### config.mk
export PLATFORM = sky130hd
export DESIGN_NAME = rtc_digit_latch
export DESIGN_NICKNAME = d
export VERILOG_FILES = /design/src/rtl/rtc_digit_latch.sv
export SDC_FILE = /design/constraint.sdc
export NUM_CORES = 1
export LEC_CHECK = 0
export ABC_CLOCK_PERIOD_IN_PS = 8300
export CAP_MARGIN = 40
export CORE_MARGIN = 4
export CORE_UTILIZATION = 50
export DETAILED_ROUTE_END_ITERATION = 12
export PLACE_DENSITY = 0.76
export RECOVER_POWER = 25
export SLEW_MARGIN = 15
export SYNTH_ARGS = -nofsm -noshare
export SYNTH_HDL_FRONTEND = slang
export SYNTH_SLANG_ARGS = --single-unit
### constraint.sdc
create_clock -name CLK -period 8.3 [get_ports CLK]
set_input_delay 1.66 -clock CLK [delete_from_list [all_inputs] [get_ports CLK]]
set_output_delay 1.66 -clock CLK [all_outputs]
set_load 0.05 [all_outputs]
### src/rtl/rtc_digit_latch.sv
// BCD digit latch for the on-screen text generator: range-checked shadow bank committed to the
// display bank at frame start. Optional cursor blink under `define CURSOR_BLINK_EN.
module rtc_digit_latch #(
  parameter int unsigned NUM_REGS     = 9,
  parameter int unsigned BLINK_FRAMES = 30
) (
  input  logic                  CLK,
  input  logic                  RESET,
  input  logic                  wr_en,
  input  logic [3:0]            wr_addr,
  input  logic [7:0]            wr_data,
  input  logic                  frame_start,
  input  logic                  err_clr,
  input  logic [3:0]            edit_sel,
  output logic [8*NUM_REGS-1:0] digits,
  output logic                  commit,
  output logic                  pending,
  output logic                  err_sticky,
  output logic [NUM_REGS-1:0]   blank_mask
);

  // Day and month reset to 01, everything else to 00.
  localparam logic [NUM_REGS-1:0][7:0] ResetBank = (8*NUM_REGS)'(16'h0101);

  logic [NUM_REGS-1:0][7:0] shadow_q, display_q;
  logic [NUM_REGS-1:0]      dirty_q, dirty_d;
  logic                     commit_q, err_q;
  logic                     wr_ok, wr_bad, do_commit;

  // Once both nibbles are <= 9, packed BCD compares in the same order as the decimal value.
  function automatic logic wr_valid(input logic [3:0] addr, input logic [7:0] data);
    logic [7:0] max_v;
    logic       nonzero;
    nonzero = 1'b0;
    unique case (addr)
      4'd0:                      begin max_v = 8'h31; nonzero = 1'b1; end
      4'd1:                      begin max_v = 8'h12; nonzero = 1'b1; end
      4'd2:                      max_v = 8'h99;
      4'd3, 4'd6:                max_v = 8'h23;
      4'd4, 4'd5, 4'd7, 4'd8:    max_v = 8'h59;
      default:                   return 1'b0;
    endcase
    return (data[7:4] <= 4'd9) && (data[3:0] <= 4'd9) && (data <= max_v) &&
           !(nonzero && data == 8'h00);
  endfunction

  assign wr_ok     = wr_en && wr_valid(wr_addr, wr_data);
  assign wr_bad    = wr_en && !wr_valid(wr_addr, wr_data);
  assign pending   = |dirty_q;
  assign do_commit = frame_start && pending;

  // A write in the commit cycle survives the clear so it shows on the following frame.
  always_comb begin
    dirty_d = do_commit ? '0 : dirty_q;
    for (int i = 0; i < NUM_REGS; i++) begin
      if (wr_ok && wr_addr == 4'(i)) dirty_d[i] = 1'b1;
    end
  end

  always_ff @(posedge CLK or posedge RESET) begin
    if (RESET) begin
      shadow_q  <= ResetBank;
      display_q <= ResetBank;
      dirty_q   <= '0;
      commit_q  <= 1'b0;
      err_q     <= 1'b0;
    end else begin
      commit_q <= do_commit;
      dirty_q  <= dirty_d;
      for (int i = 0; i < NUM_REGS; i++) begin
        if (do_commit && dirty_q[i]) display_q[i] <= shadow_q[i];
        if (wr_ok && wr_addr == 4'(i)) shadow_q[i] <= wr_data;
      end
      if (wr_bad) begin
        err_q <= 1'b1;
      end else if (err_clr) begin
        err_q <= 1'b0;
      end
    end
  end

  assign digits     = display_q;
  assign commit     = commit_q;
  assign err_sticky = err_q;

`ifdef CURSOR_BLINK_EN
  logic [7:0]          blink_cnt_q;
  logic                phase_q, phase_next, cnt_wrap;
  logic [NUM_REGS-1:0] blank_q;

  assign cnt_wrap   = (blink_cnt_q == 8'(BLINK_FRAMES - 1));
  assign phase_next = cnt_wrap ? ~phase_q : phase_q;

  always_ff @(posedge CLK or posedge RESET) begin
    if (RESET) begin
      blink_cnt_q <= '0;
      phase_q     <= 1'b0;
      blank_q     <= '0;
    end else if (frame_start) begin
      blink_cnt_q <= cnt_wrap ? 8'd0 : blink_cnt_q + 8'd1;
      phase_q     <= phase_next;
      for (int i = 0; i < NUM_REGS; i++) begin
        blank_q[i] <= phase_next && (edit_sel == 4'(i));
      end
    end
  end

  assign blank_mask = blank_q;
`else
  assign blank_mask = '0;
`endif

endmodule
# Word-level counts from Yosys, hierarchy flattened
# Index checks and enable logic that the tools add are counted.
# op_classes
n_bitwise	0
shifts	0
n_reduce_logical	44
div_mod_pow	0
add_sub_neg	0
muxes	15
n_eq_ne	8
magnitude_cmp	3
mul	0
# op_table
cell	count
8-bit case mux with 5 select lines	1
1-bit logical AND	25
2-bit nonzero test	10
9-bit OR reduction	2
4-bit by 3-bit == test with 1-bit output (second input constant)	4
1-bit two-way mux	13
9-bit two-way mux	1
4-bit by 2-bit == test with 1-bit output (second input constant)	2
4-bit <= comparator (second input constant)	2
8-bit <= comparator	1
8-bit zero test	1
4-bit by 1-bit == test with 1-bit output (second input constant)	1
4-bit == test (second input constant)	1
4-bit zero test	1
2-bit OR reduction	2
4-bit OR reduction	1
1-bit zero test	2
# totals
inputBits	21
mem_bits_ro	0
n_memories	0
wordCells	99
out_inout_bits	84
latch_bits	0
register_bits	155
ram_bits	0

# Logic depth before layout (Yosys ltp)
# logic_depth
word_depth	10
mapped_depth	12
ltp_nobuf	10

# Worst setup path before layout
# No wires, ideal clock.
# synth_path
kind	input to register
from	input port wr_addr[0]
to	register shadow_q[56] (netlist name)
required_time_ps	8175
stages	12
path_buffers	2
slack_ps	4013
setup_time_ps	125
arrival_ps	4162
path_cell_list	clkbuf_1 > nand2b_1 > a31oi_1 > nor2b_1 > nand2_1 > ha_1 > a211oi_1 > o21bai_1 > o22ai_2 > and4_1 > buf_4 > mux2_2
# synth_via
elab_chain_cells	9
elab_cells_between_ends	23
cone_classes	1 x order compare; 8 x eq/ne; 3 x mux; 11 x reduce/logical
# synth_rtl
element	line_no	text
start, declared	10	input logic [3:0] wr_addr,
4-bit by 3-bit == test with 1-bit output (tied with other cells)	35	unique case (addr)
4-bit OR reduction or 2-bit OR reduction (tied branches)	-	
8-bit case mux with 5 select lines or 1-bit two-way mux (tied branches)	35	
8-bit <= comparator or 1-bit logical AND (tied branches)	43, 44	
1-bit logical AND or 1-bit zero test (tied branches)	43, 44	
1-bit logical AND	43	return (data[7:4] <= 4'd9) && (data[3:0] <= 4'd9) && (data <= max_v) &&
1-bit two-way mux	43	
1-bit logical AND	47	assign wr_ok = wr_en && wr_valid(wr_addr, wr_data);
1-bit logical AND *	72	if (wr_ok && wr_addr == 4'(i)) shadow_q[i] <= wr_data;
end signal, assigned	62	shadow_q <= ResetBank;
end signal, assigned by index	72	
end, declared	25	logic [NUM_REGS-1:0][7:0] shadow_q, display_q;
# Every way passes the cells marked *; elsewhere a longest branch is shown, timed or not. The select of a mux whose other input is x is not followed.
# A chain may end at the register's enable or synchronous reset.

==> impl_metrics.json <==
{
  "vias": 3659,
  "clkSinkCount": 155,
  "wirelength_um": 12900,
  "worstPathArrival_ns": 5.65,
  "tightest_slew_ns": 3.36,
  "start_util": 0.516,
  "crit_type": "input port to asynchronous set/reset pin",
  "path_clk_slew_ns": 0.06,
  "yosys.cell_types.count": 34,
  "portBuffers": 91,
  "hp-start": "shadow_q[10]",
  "leakage_nw": 3.90,
  "fillerInstances": 889,
  "clockBufferDepth": 2,
  "slew_headroom": -1.25,
  "finalHoldViolCount": 0,
  "drv_slew": 118,
  "skew_ns": 0.00827,
  "cts_resized": 0,
  "gr-total-overflow": 0,
  "wire_per_inst_um": 18.6,
  "peakVddDrop_v": 0.000146,
  "crit_start": "RESET",
  "r2r-start": "dirty_q[3]",
  "drc": 0,
  "die_x_um": 120,
  "rr_worst_depth": 4,
  "clock-root-buffer": "clkbuf_16",
  "final_nets": 538,
  "period_share": 0.665,
  "hp-class": "flop to flop",
  "multi_input_area_um2": 2200,
  "drive_gt1_frac": 0.363,
  "fin_crit_ns": 5.52,
  "grt_max_degree": 80,
  "fp-row-count": 40,
  "cts_tree": "done",
  "syn_area_um2": 6250,
  "violations": "capacitance limit, slew limit",
  "r2r_end": "digits[38]",
  "synth_cells": 414,
  "hold_path_depth": 1,
  "numCtsBuffers": 17,
  "cap_violations": 2,
  "setup_tns_ns": 0,
  "rsz0062_at_grt": "false",
  "crit_end": "digits[39]",
  "vias_per_cell": 5.30,
  "cts_setup_buffers": 0,
  "worst_setup_path_end_kind": "asynchronous set/reset pin",
  "diodes": 0,
  "place.gp.congestion": 0.821,
  "clk_latency_ns": 0.42,
  "antenna_found_initial": 0,
  "mostFrequentLayoutCells": "dfrtp_1, mux2_2, clkdlybuf4s50_1",
  "fmax_mhz": 181,
  "dr.pass1.iters": 4,
  "drt_iter0_markers": 211,
  "setup_violations": 0,
  "layout_commonest_cell": "dfrtp_1",
  "fp.dieH_um": 120,
  "outcome": "finished with violations",
  "core_um2": 12100,
  "antenna_left": 0,
  "cp.required_ns": 8.44,
  "ys_seq_area_frac": 0.622,
  "regArea_um2": 3880,
  "final_util": 0.648,
  "io_pins": 105,
  "ys_seq_elements": 155,
  "grt_pass1_vias": 3887,
  "yosys_warnings": 0,
  "grt_pass1_wl_um": 20700,
  "cts_max_level": 4,
  "dpl.hpwl_um": 8460,
  "avgSynthCellArea_um2": 15.1,
  "dieArea_um2": 14300,
  "r2r_setup_slack_ns": 6.32,
  "cts-hold-fix-buffers": 0,
  "powerDensity_nw_per_um2": 214,
  "grt_use_total": 0.189,
  "cp_max_fo": 79,
  "area_delta_synth_final_pct": 25.7,
  "cp-start-kind": "input port"
}
## final cells by class
| cell class | instances | share of cell area |
|---|---|---|
| sequential | 155 | 0.495 |
| multi-input combinational | 229 | 0.280 |
| timing repair buffer | 93 | 0.119 |
| clock buffer | 20 | 0.0569 |
| tap | 168 | 0.0268 |
| clock inverter | 12 | 0.0158 |
| inverter | 14 | 0.00685 |
## critical path: stages
cell and delay (ns):
dlygate4sd3_1 0.55, clkinvlp_2 1.88, clkbuf_1 1.52
## registers in the layout (all words and copies together), names as in the netlist
name	flops
digits	72
shadow_q	72
dirty_q	9
commit	1
err_sticky	1
## Yosys cell counts
library cell | instances | area share
dfrtp_1 | 151 | 0.60
mux2_2 | 144 | 0.26
inv_1 | 14 | 0.0084
nand2_1 | 14 | 0.0084
buf_4 | 11 | 0.013
clkbuf_1 | 11 | 0.0066
o21ai_0 | 10 | 0.0080
ha_1 | 7 | 0.014
nand4_2 | 7 | 0.014
nor3_1 | 6 | 0.0048
nor2_1 | 5 | 0.0030
dfstp_2 | 4 | 0.017
nor4_1 | 4 | 0.0040
a211oi_1 | 2 | 0.0024
a21o_1 | 2 | 0.0024
a31oi_1 | 2 | 0.0020
and4_1 | 2 | 0.0028
nand2b_1 | 2 | 0.0020
a22o_1 | 1 | 0.0014
a31oi_4 | 1 | 0.0034
and3_1 | 1 | 0.0010
buf_1 | 1 | 0.00060
buf_6 | 1 | 0.0018
conb_1 | 1 | 0.00060
nand3_1 | 1 | 0.00080
nand4_1 | 1 | 0.0010
nand4b_1 | 1 | 0.0014
nor2b_1 | 1 | 0.0010
nor3b_1 | 1 | 0.0012
nor4b_2 | 1 | 0.0024
o211ai_1 | 1 | 0.0012
o21bai_1 | 1 | 0.0012
o22ai_2 | 1 | 0.0020
xor2_1 | 1 | 0.0014
## how the worst min path moves through the flow
| stage | end | slack [ns] |
|---|---|---|
| finish | shadow_q[10] | 0.50 |
| detailed placement | digits[17] | 0.49 |
| CTS | shadow_q[10] | 0.51 |
| global route | shadow_q[43] | 0.51 |
| global placement | digits[27] | 0.48 |
| floorplan | dirty_q[7] | 0.47 |
## per-stage QoR
stage / total power (W) / setup slack [ns] / hold slack (ns) / std cells / cell area, um^2
after detailed placement: 0.000957 / 3.07 / 0.488 / 659 / 7290
after CTS: 0.00170 / 3.51 / 0.506 / 691 / 7860
after floorplan: 0.000913 / 2.47 / 0.472 / 422 / 6280
final: 0.00168 / 2.78 / 0.500 / 691 / 7850
after global placement: 0.000949 / 3.16 / 0.482 / 658 / 7270
after global routing: 0.00175 / 1.95 / 0.511 / 691 / 7850
## metal layers
| layer | wire, um | GRT usage | vias to the layer above |
|---|---|---|---|
| met4 | 317 | 0.0795 | 0 |
| met2 | 6210 | 0.294 | 110 |
| li1 | - | - | 1642 |
| met5 | 0 | 0 | - |
| met3 | 723 | 0.0613 | 23 |
| met1 | 5610 | 0.244 | 1884 |
## cells by family (layout without fill, tap and decap cells)
logic type | after synthesis | in the layout | synth area share
buffers and inverters | 38 | 139 | 0.0306
AND/OR/NAND/NOR | 47 | 47 | 0.0479
adder cells (fa/ha/maj) | 7 | 7 | 0.0140
other | 1 | 9 | 0.000600
XOR/XNOR | 1 | 1 | 0.00140
flip-flops | 155 | 155 | 0.622
multiplexers | 144 | 144 | 0.260
AO/OA/AOI/OAI | 21 | 21 | 0.0240
## report_power, final
group / internal (W) / switching [W] / total [W]
clock: 0.000447 / 0.000293 / 0.000740
combinational: 0.0000496 / 0.0000852 / 0.000135
sequential: 0.000790 / 0.0000175 / 0.000808
total: 0.00129 / 0.000395 / 0.00168
Note: power is estimated with default switching activity, not from simulation.
